File: src/rtl/l2_cache_pkg.sv
// Shared types for the L2 cache: LC-3b word/line types and FSM states.
// Imported by l2_array and l2_cache.
package l2_cache_pkg;

    typedef logic [15:0]  lc3b_word;
    typedef logic [127:0] lc3b_cacheline;
    typedef logic [3:0]   lc3b_l2_offset;

    typedef enum logic [1:0] {
        S_IDLE,
        S_WRITEBACK,
        S_ALLOCATE,
        S_RESPOND
    } l2_state_e;

endpackage

File: src/rtl/l2_cache_array.sv
// l2_array: 2^S_IDX x WIDTH storage, sync write on load, async read.
// Ports: clk, reset, load, index, din -> dout. CLEAR=1 zeroes on reset.
module l2_array
    import l2_cache_pkg::*;
#(
    parameter int S_IDX = 3,
    parameter int WIDTH = 1,
    parameter bit CLEAR = 1'b0
) (
    input  logic             clk,
    input  logic             reset,
    input  logic             load,
    input  logic [S_IDX-1:0] index,
    input  logic [WIDTH-1:0] din,
    output logic [WIDTH-1:0] dout
);

    localparam int N = 1 << S_IDX;

    logic [WIDTH-1:0] mem_q [N];
    logic [WIDTH-1:0] mem_d [N];

    always_comb begin
        mem_d = mem_q;
        if (load) begin
            mem_d[index] = din;
        end
    end

    generate
        if (CLEAR) begin : g_clr
            always_ff @(posedge clk) begin
                if (reset) begin
                    mem_q <= '{default: '0};
                end else begin
                    mem_q <= mem_d;
                end
            end
        end else begin : g_keep
            always_ff @(posedge clk) begin
                mem_q <= mem_d;
            end
        end
    endgenerate

    assign dout = mem_q[index];

endmodule

File: src/rtl/l2_cache.sv
// l2_cache: direct-mapped write-back L2 between L1 (l2_*) and pmem (pmem_*).
// Ports: clk, reset, l2 read/write/addr/wdata -> resp/rdata; pmem req/resp.
module l2_cache
    import l2_cache_pkg::*;
#(
    parameter int S_IDX = 3
) (
    input  logic          clk,
    input  logic          reset,
    input  logic          l2_read,
    input  logic          l2_write,
    input  lc3b_word      l2_address,
    input  lc3b_cacheline l2_wdata,
    output logic          l2_resp,
    output lc3b_cacheline l2_rdata,
    output logic          pmem_read,
    output logic          pmem_write,
    output lc3b_word      pmem_address,
    output lc3b_cacheline pmem_wdata,
    input  lc3b_cacheline pmem_rdata,
    input  logic          pmem_resp
);

    localparam int TAG_W = 12 - S_IDX;

    logic [S_IDX-1:0] idx;
    logic [TAG_W-1:0] tag;
    logic             unused_ok;

    assign idx       = l2_address[3+S_IDX:4];
    assign tag       = l2_address[15:4+S_IDX];
    assign unused_ok = ^l2_address[3:0];

    l2_state_e     state_q, state_d;
    logic          resp_q, resp_d;
    lc3b_cacheline rdata_q, rdata_d;
    logic          pmem_read_q, pmem_read_d;
    logic          pmem_write_q, pmem_write_d;

    logic          data_ld, tag_ld, valid_ld, dirty_ld;
    logic          dirty_in;
    lc3b_cacheline data_in, data_out;
    logic [TAG_W-1:0] tag_out;
    logic          valid_out, dirty_out;

    logic rd_req, wr_req, hit;

    assign rd_req = l2_read & ~l2_write;
    assign wr_req = l2_write & ~l2_read;
    assign hit    = valid_out & (tag_out == tag);

    l2_array #(.S_IDX(S_IDX), .WIDTH(128), .CLEAR(1'b0)) u_data (
        .clk   (clk),
        .reset (reset),
        .load  (data_ld),
        .index (idx),
        .din   (data_in),
        .dout  (data_out)
    );

    l2_array #(.S_IDX(S_IDX), .WIDTH(TAG_W), .CLEAR(1'b0)) u_tag (
        .clk   (clk),
        .reset (reset),
        .load  (tag_ld),
        .index (idx),
        .din   (tag),
        .dout  (tag_out)
    );

    l2_array #(.S_IDX(S_IDX), .WIDTH(1), .CLEAR(1'b1)) u_valid (
        .clk   (clk),
        .reset (reset),
        .load  (valid_ld),
        .index (idx),
        .din   (1'b1),
        .dout  (valid_out)
    );

    l2_array #(.S_IDX(S_IDX), .WIDTH(1), .CLEAR(1'b1)) u_dirty (
        .clk   (clk),
        .reset (reset),
        .load  (dirty_ld),
        .index (idx),
        .din   (dirty_in),
        .dout  (dirty_out)
    );

    always_comb begin
        state_d      = state_q;
        resp_d       = 1'b0;
        rdata_d      = rdata_q;
        pmem_read_d  = 1'b0;
        pmem_write_d = 1'b0;
        data_ld      = 1'b0;
        tag_ld       = 1'b0;
        valid_ld     = 1'b0;
        dirty_ld     = 1'b0;
        dirty_in     = 1'b0;
        data_in      = l2_wdata;

        unique case (state_q)
            S_IDLE: begin
                if (rd_req | wr_req) begin
                    if (hit) begin
                        if (wr_req) begin
                            data_ld  = 1'b1;
                            dirty_ld = 1'b1;
                            dirty_in = 1'b1;
                            rdata_d  = l2_wdata;
                        end else begin
                            rdata_d  = data_out;
                        end
                        resp_d  = 1'b1;
                        state_d = S_RESPOND;
                    end else if (valid_out & dirty_out) begin
                        pmem_write_d = 1'b1;
                        state_d      = S_WRITEBACK;
                    end else if (rd_req) begin
                        pmem_read_d = 1'b1;
                        state_d     = S_ALLOCATE;
                    end else begin
                        // Full-line write: no fetch needed.
                        data_ld  = 1'b1;
                        tag_ld   = 1'b1;
                        valid_ld = 1'b1;
                        dirty_ld = 1'b1;
                        dirty_in = 1'b1;
                        rdata_d  = l2_wdata;
                        resp_d   = 1'b1;
                        state_d  = S_RESPOND;
                    end
                end
            end
            S_WRITEBACK: begin
                pmem_write_d = 1'b1;
                if (pmem_resp) begin
                    pmem_write_d = 1'b0;
                    dirty_ld     = 1'b1;
                    dirty_in     = 1'b0;
                    if (wr_req) begin
                        // Victim is out; install the new line dirty.
                        data_ld  = 1'b1;
                        tag_ld   = 1'b1;
                        valid_ld = 1'b1;
                        dirty_in = 1'b1;
                        rdata_d  = l2_wdata;
                        resp_d   = 1'b1;
                        state_d  = S_RESPOND;
                    end else begin
                        pmem_read_d = 1'b1;
                        state_d     = S_ALLOCATE;
                    end
                end
            end
            S_ALLOCATE: begin
                pmem_read_d = 1'b1;
                if (pmem_resp) begin
                    pmem_read_d = 1'b0;
                    data_in     = pmem_rdata;
                    data_ld     = 1'b1;
                    tag_ld      = 1'b1;
                    valid_ld    = 1'b1;
                    dirty_ld    = 1'b1;
                    dirty_in    = 1'b0;
                    rdata_d     = pmem_rdata;
                    resp_d      = 1'b1;
                    state_d     = S_RESPOND;
                end
            end
            S_RESPOND: begin
                state_d = S_IDLE;
            end
            default: begin
                state_d = S_IDLE;
            end
        endcase
    end

    always_ff @(posedge clk) begin
        if (reset) begin
            state_q      <= S_IDLE;
            resp_q       <= 1'b0;
            rdata_q      <= '0;
            pmem_read_q  <= 1'b0;
            pmem_write_q <= 1'b0;
        end else begin
            state_q      <= state_d;
            resp_q       <= resp_d;
            rdata_q      <= rdata_d;
            pmem_read_q  <= pmem_read_d;
            pmem_write_q <= pmem_write_d;
        end
    end

    assign l2_resp    = resp_q;
    assign l2_rdata   = rdata_q;
    assign pmem_read  = pmem_read_q;
    assign pmem_write = pmem_write_q;
    assign pmem_wdata = data_out;

    // Victim address during writeback, requested line otherwise.
    assign pmem_address = (state_q == S_WRITEBACK)
                        ? {tag_out, idx, 4'h0}
                        : {l2_address[15:4], 4'h0};

endmodule

File: config.mk
export PLATFORM = sky130hd
export DESIGN_NAME = l2_cache
export DESIGN_NICKNAME = d
export VERILOG_FILES = /design/src/rtl/l2_cache_pkg.sv /design/src/rtl/l2_cache_array.sv /design/src/rtl/l2_cache.sv
export SDC_FILE = /design/constraint.sdc
export NUM_CORES = 1
export LEC_CHECK = 0
export CAP_MARGIN = 10
export CORE_ASPECT_RATIO = 2
export CORE_MARGIN = 2
export CORE_UTILIZATION = 35
export CTS_CLUSTER_DIAMETER = 200
export DETAILED_ROUTE_END_ITERATION = 12
export HOLD_SLACK_MARGIN = 0.08
export PLACE_DENSITY_LB_ADDON = 0.1
export SLEW_MARGIN = 20
export SYNTH_ARGS = -nofsm -noshare
export SYNTH_HDL_FRONTEND = slang
export SYNTH_SLANG_ARGS = --single-unit
File: constraint.sdc
create_clock -name clk -period 46.4 [get_ports clk]
set_input_delay 9.28 -clock clk [delete_from_list [all_inputs] [get_ports clk]]
set_output_delay 9.28 -clock clk [all_outputs]
set_load 0.005 [all_outputs]
==> results.json, run 1 <==
{
  "die_y_um": 546,
  "yosysTopAreaCell": "edfxtp_1",
  "max_clock_freq_ghz": 0.0435,
  "synth_top_area_share_pct": 63.9,
  "via_per_inst": 5.61,
  "synthFlopType": "edfxtp_1",
  "final.min_clock_period_ns": 22.99,
  "cp.required_ns": 37.12,
  "synth.distinct_cells": 66,
  "area_growth_pct": 21.2,
  "grt_usage_pct": 20.9,
  "worst_slew_pin_slew_ns": 1.16,
  "io_pins": 552,
  "post_drt_wl_per_cell_um": 27.3,
  "drc": 0,
  "numPortBuffers": 543,
  "cts-resized-gates": 0,
  "final_util_pct": 42.6,
  "clock-root-buffer": "clkbuf_16",
  "vias": 33038,
  "synth_seq_area_share_pct": 69.7,
  "min-delay-start": "u_valid.mem_q[7]$_SDFFE_PP0P_",
  "cts_hold_buf": 0,
  "wl_um": 161000,
  "cellLeakagePower_nw": 20.4,
  "clk_pin_slew_worst_paths_ns": 0.07,
  "cts_tree": "done",
  "tns_ns": 0,
  "cts_buffers": 110,
  "drt_iter0_markers": 2234,
  "htreeDepth": 3,
  "nFillCells": 13162,
  "antenna_left": 0,
  "cp-end-kind": "output pin",
  "rsz0062_at_grt": "false",
  "std_cell_rows": 199,
  "maxSlewViolCount": 0,
  "clock-sinks": 1245,
  "finalHoldViolCount": 0,
  "whs_ns": 0.460,
  "start_util_pct": 35.2,
  "grt_overflow": 0,
  "drtPass1Iterations": 5,
  "fin_skew_ns": 0.0293,
  "grt_pass1_vias": 33450,
  "synth_area_um2": 51500,
  "routabilityCongestion": 0.750,
  "dieArea_um2": 150000,
  "cap_violations": 0,
  "total_power_mw": 3.31,
  "cts_buffer_depth": 3,
  "avgSynthCellArea_um2": 14.9,
  "vdd.ir_drop.worst_v": 0.0000438,
  "crit_fanout": 53,
  "synth_edf_count": 1096,
  "powerDensity_nw_per_um2": 53.0,
  "fp.dieW_um": 275,
  "post_cts_buffers": 0,
  "layout.nets": 4166,
  "finalSetupViolCount": 0,
  "hpwl_um": 90100,
  "grt_antenna_before_repair": 7,
  "core-area_um2": 146000,
  "ys_warn_count": 0,
  "crit_type": "input port to output pin",
  "status": "complete, no violations",
  "crit_arrival_ns": 13.71,
  "post-route-period-util_pct": 49.5,
  "ys_ff_latch": 1245,
  "startpoint": "l2_address[4]",
  "drive_gt1_share_pct": 10.6,
  "clk-insertion-delay-late_ns": 0.73,
  "min_path_type": "flip-flop to flip-flop",
  "reg2reg_from": "u_tag.mem_q[24]$_DFFE_PP_",
  "start_kind": "input port",
  "slew-limit-headroom_pct": 22.9,
  "grt_pass1_wl_um": 233000,
  "synthArstFlopShare_pct": 0,
  "synthTopCellsByArea": "edfxtp_1 (64%), a22oi_1 (7.4%), dfxtp_1 (5.8%)",
  "synth_cells": 3463,
  "grt_max_degree": 166
}
[synth_stat cells (14+ instances only)]
cell type / instances
mux2i_1: 159
a22oi_1: 508
buf_4: 22
inv_1: 19
nand4_1: 127
nor3_1: 14
a22o_1: 138
nor2b_1: 262
buf_2: 42
clkbuf_1: 204
dfxtp_1: 149
edfxtp_1: 1096
a21oi_1: 143
nand2_1: 140
buf_6: 19
a311oi_1: 127
buf_1: 15
nor2_1: 18
mux2_2: 137
[metal layers]
metal / GRT usage, % / vias to the layer above / routed length (µm)
met5: 0 / - / 46
met4: 4.59 / 8 / 2700
met3: 4.16 / 164 / 11400
met2: 33.1 / 1180 / 73200
met1: 29.7 / 16911 / 73200
li1: - / 14775 / -
[power breakdown]
part	internal, mW	switching, mW
sequential	1.37	0.0448
clock	0.531	0.424
combinational	0.365	0.574
[final timing paths]
check / endpoint / slack [ns] / cells past startpoint
min reg2reg: u_valid.mem_q[7]$_SDFFE_PP0P_ / 0.46 / 2
max reg2reg: u_data.mem_q[25]$_DFFE_PP_ / 40.64 / 12
max: pmem_wdata[92] / 23.41 / 8
min: u_valid.mem_q[7]$_SDFFE_PP0P_ / 0.46 / 2
[cells in the final DEF (no fill, tap or decap), types with 137 or more instances in the layout]
master / n
nor2b_1: 261
mux2i_1: 159
mux2_2: 137
clkdlybuf4s50_1: 539
a22o_1: 138
nand2_1: 139
edfxtp_1: 1096
dfxtp_1: 149
a21oi_1: 143
a22oi_1: 508
[through the flow]
step,instances,worst slack [ns],area (µm²)
after detailed placement,5680,23.38,58700
after CTS,5888,23.35,62400
final,5892,23.41,62400
after floorplan,3466,24.91,51500
after global placement,5680,23.35,58700
after global routing,5889,23.17,62400
[cells by family (layout without fill, tap and decap cells)]
logic type / Yosys count / after routing / synth area share [%]
adders and majority gates: 6 / 6 / 0.146
AOI/OAI and AO/OA: 989 / 989 / 14.5
other: 1 / 8 / 0.00728
muxes: 300 / 300 / 6.22
and+or+nand+nor: 598 / 598 / 6.52
DFF: 1245 / 1245 / 69.7
xor gates and xnor gates: 3 / 3 / 0.0510
buffers and inverters: 321 / 834 / 2.88
[registers in the layout, indices dropped and copies added, names as in the netlist]
register       flops
pmem_read          1
u_data.mem_q    1024
pmem_write         1
l2_rdata         128
u_tag.mem_q       72
u_dirty.mem_q      8
state_q            2
l2_resp            1
u_valid.mem_q      8
[layout make-up]
class | count | area (µm²) | share of cell area [%]
Antenna cell | 4 | 10.0 | 0.0160
Clock buffer | 133 | 2930 | 4.70
Clock inverter | 75 | 793 | 1.27
Inverter | 19 | 71.3 | 0.114
Multi-Input combinational cell | 1900 | 14400 | 23.0
Sequential cell | 1245 | 35900 | 57.5
Tap cell | 1909 | 2390 | 3.83
Timing Repair Buffer | 607 | 5960 | 9.56
[critical path, cell delays in order]
cell             delay, ns
buf_2                 0.40
nand2_1               0.21
nor2_4                0.86
buf_4                 0.90
buf_4                 0.81
a22oi_1               0.23
nand4_1               0.33
clkdlybuf4s50_1       0.57
Note: power is estimated with default switching activity, not from simulation.
==> run 2, diff against run 1 <==
==> constraint.sdc (replaced) <==
create_clock -name clk -period 20.7 [get_ports clk]
set_input_delay 4.14 -clock clk [delete_from_list [all_inputs] [get_ports clk]]
set_output_delay 4.14 -clock clk [all_outputs]
set_load 0.005 [all_outputs]
==> results.json, run 2 (synthesis gave the netlist of run 1 again) <==
{
  "htreeDepth": 3,
  "top_register": "u_data.mem_q",
  "cts_hold_buf": 0,
  "via_per_inst": 5.62,
  "regArea_um2": 35900,
  "drt_iter0_markers": 2385,
  "layout.nets": 4168,
  "cp-end-kind": "output pin",
  "pre_cts_slack_ns": 7.72,
  "grt_pass1_wl_um": 233000,
  "clock-sinks": 1245,
  "core-area_um2": 146000,
  "cts-resized-gates": 0,
  "mostFrequentLayoutCell": "edfxtp_1",
  "drtPass1Iterations": 5,
  "slew-limit-headroom_pct": 26.4,
  "multi_input_area_um2": 14400,
  "worst-r2r-setup-slack_ns": 14.99,
  "clk-insertion-delay-late_ns": 0.74,
  "finalHoldViolCount": 0,
  "std_cell_rows": 199,
  "cap_violations": 0,
  "cts_buffer_depth": 3,
  "rsz0062_at_grt": "false",
  "wl_um": 160000,
  "largest_reg_flops": 1024,
  "die_y_um": 546,
  "post-route-period-util_pct": 62.0,
  "crit_fanout": 56,
  "drc": 0,
  "status": "complete, no violations",
  "grt_pass1_vias": 33602,
  "fp.dieW_um": 275,
  "final.min_clock_period_ns": 12.83,
  "min_path_type": "flip-flop to flip-flop",
  "finalSetupViolCount": 0,
  "crit_type": "input port to output pin",
  "tns_ns": 0,
  "clock-root-buffer": "clkbuf_16",
  "io_pins": 552,
  "vdd.ir_drop.worst_v": 0.0000817,
  "antenna_left": 0,
  "cellLeakagePower_nw": 20.4,
  "worst_slew_pin_slew_ns": 1.10,
  "start_kind": "input port",
  "cts_tree": "done",
  "maxSlewViolCount": 0,
  "grt_overflow": 0,
  "post_cts_buffers": 0,
  "area_growth_pct": 21.1,
  "drive_gt1_share_pct": 10.3,
  "nFillCells": 13168,
  "crit_arrival_ns": 8.69,
  "worst_slack_ns": 7.87,
  "hpwl_um": 88700,
  "grt_max_degree": 129,
  "vias": 33110,
  "fin_skew_ns": 0.0394,
  "routabilityCongestion": 0.758,
  "numPortBuffers": 543,
  "max_clock_freq_ghz": 0.0780,
  "cts_buffers": 110,
  "final_cell_mix": "edfxtp_1 (1096), clkdlybuf4s50_1 (539), a22oi_1 (508)",
  "grt_usage_pct": 20.9,
  "clk_pin_slew_worst_paths_ns": 0.07,
  "dieArea_um2": 150000,
  "cp.required_ns": 16.56,
  "post_drt_wl_per_cell_um": 27.2,
  "powerDensity_nw_per_um2": 118,
  "start_util_pct": 35.2,
  "grt_antenna_before_repair": 6
}
## run 2: cell types whose count changed in the layout (fill, tap and decap cells not counted), sizes merged
cell / delta
buf: +2
clkbuf: -4
clkinv: +11
clkinvlp: -5
diode: -2
inv: -2
## run 2: worst paths after layout
kind,start,end,cells past startpoint
setup reg to reg,u_tag.mem_q[24]$_DFFE_PP_,u_data.mem_q[393]$_DFFE_PP_,12
setup / recovery,l2_address[4],pmem_wdata[92],9
hold reg to reg,u_valid.mem_q[6]$_SDFFE_PP0P_,u_valid.mem_q[6]$_SDFFE_PP0P_,2
hold / removal,u_valid.mem_q[6]$_SDFFE_PP0P_,u_valid.mem_q[6]$_SDFFE_PP0P_,2
## run 2: cell type report
| class | instances | share of cell area [%] |
|---|---|---|
| sequential | 1245 | 57.6 |
| multi-input combinational | 1900 | 23.0 |
| timing repair buffer | 609 | 9.60 |
| clock buffer | 129 | 4.54 |
| tap | 1909 | 3.83 |
| clock inverter | 79 | 1.30 |
| inverter | 19 | 0.114 |
| antenna | 2 | 0.00803 |
## run 2: power breakdown
part | switching (mW) | total (mW) | internal (mW)
logic | 1.29 | 2.11 | 0.819
clock network | 0.939 | 2.10 | 1.16
registers | 0.101 | 3.17 | 3.07
total | 2.33 | 7.38 | 5.05
## run 2: through the flow
stage               utilization [%]  instance area, µm²  hold WS, ns  total power [mW]  std cells
CTS                            42.6               62300        0.460              7.45       5889
global route                   42.6               62400        0.493              7.73       5891
floorplan                         -               51500        0.433              4.44       3466
detailed placement             40.1               58700        0.449              5.34       5681
finish                         42.6               62400        0.456              7.38       5892
global placement               40.1               58700        0.443              5.31       5681
## run 2: worst max-delay path, stage by stage
cell	delay, ns
buf_2	0.07
buf_4	0.62
nand2_1	0.26
nor2_4	0.63
buf_4	0.81
buf_4	0.83
a22oi_1	0.22
nand4_1	0.35
clkdlybuf4s50_1	0.58
## run 2: layer usage
metal	vias to the layer above	GRT usage (%)	part of all wire (%)
li1	14783	-	-
met1	16965	29.9	46
met2	1195	32.5	45
met3	161	4.41	7.1
met4	6	4.40	1.4
met5	-	0	0.017
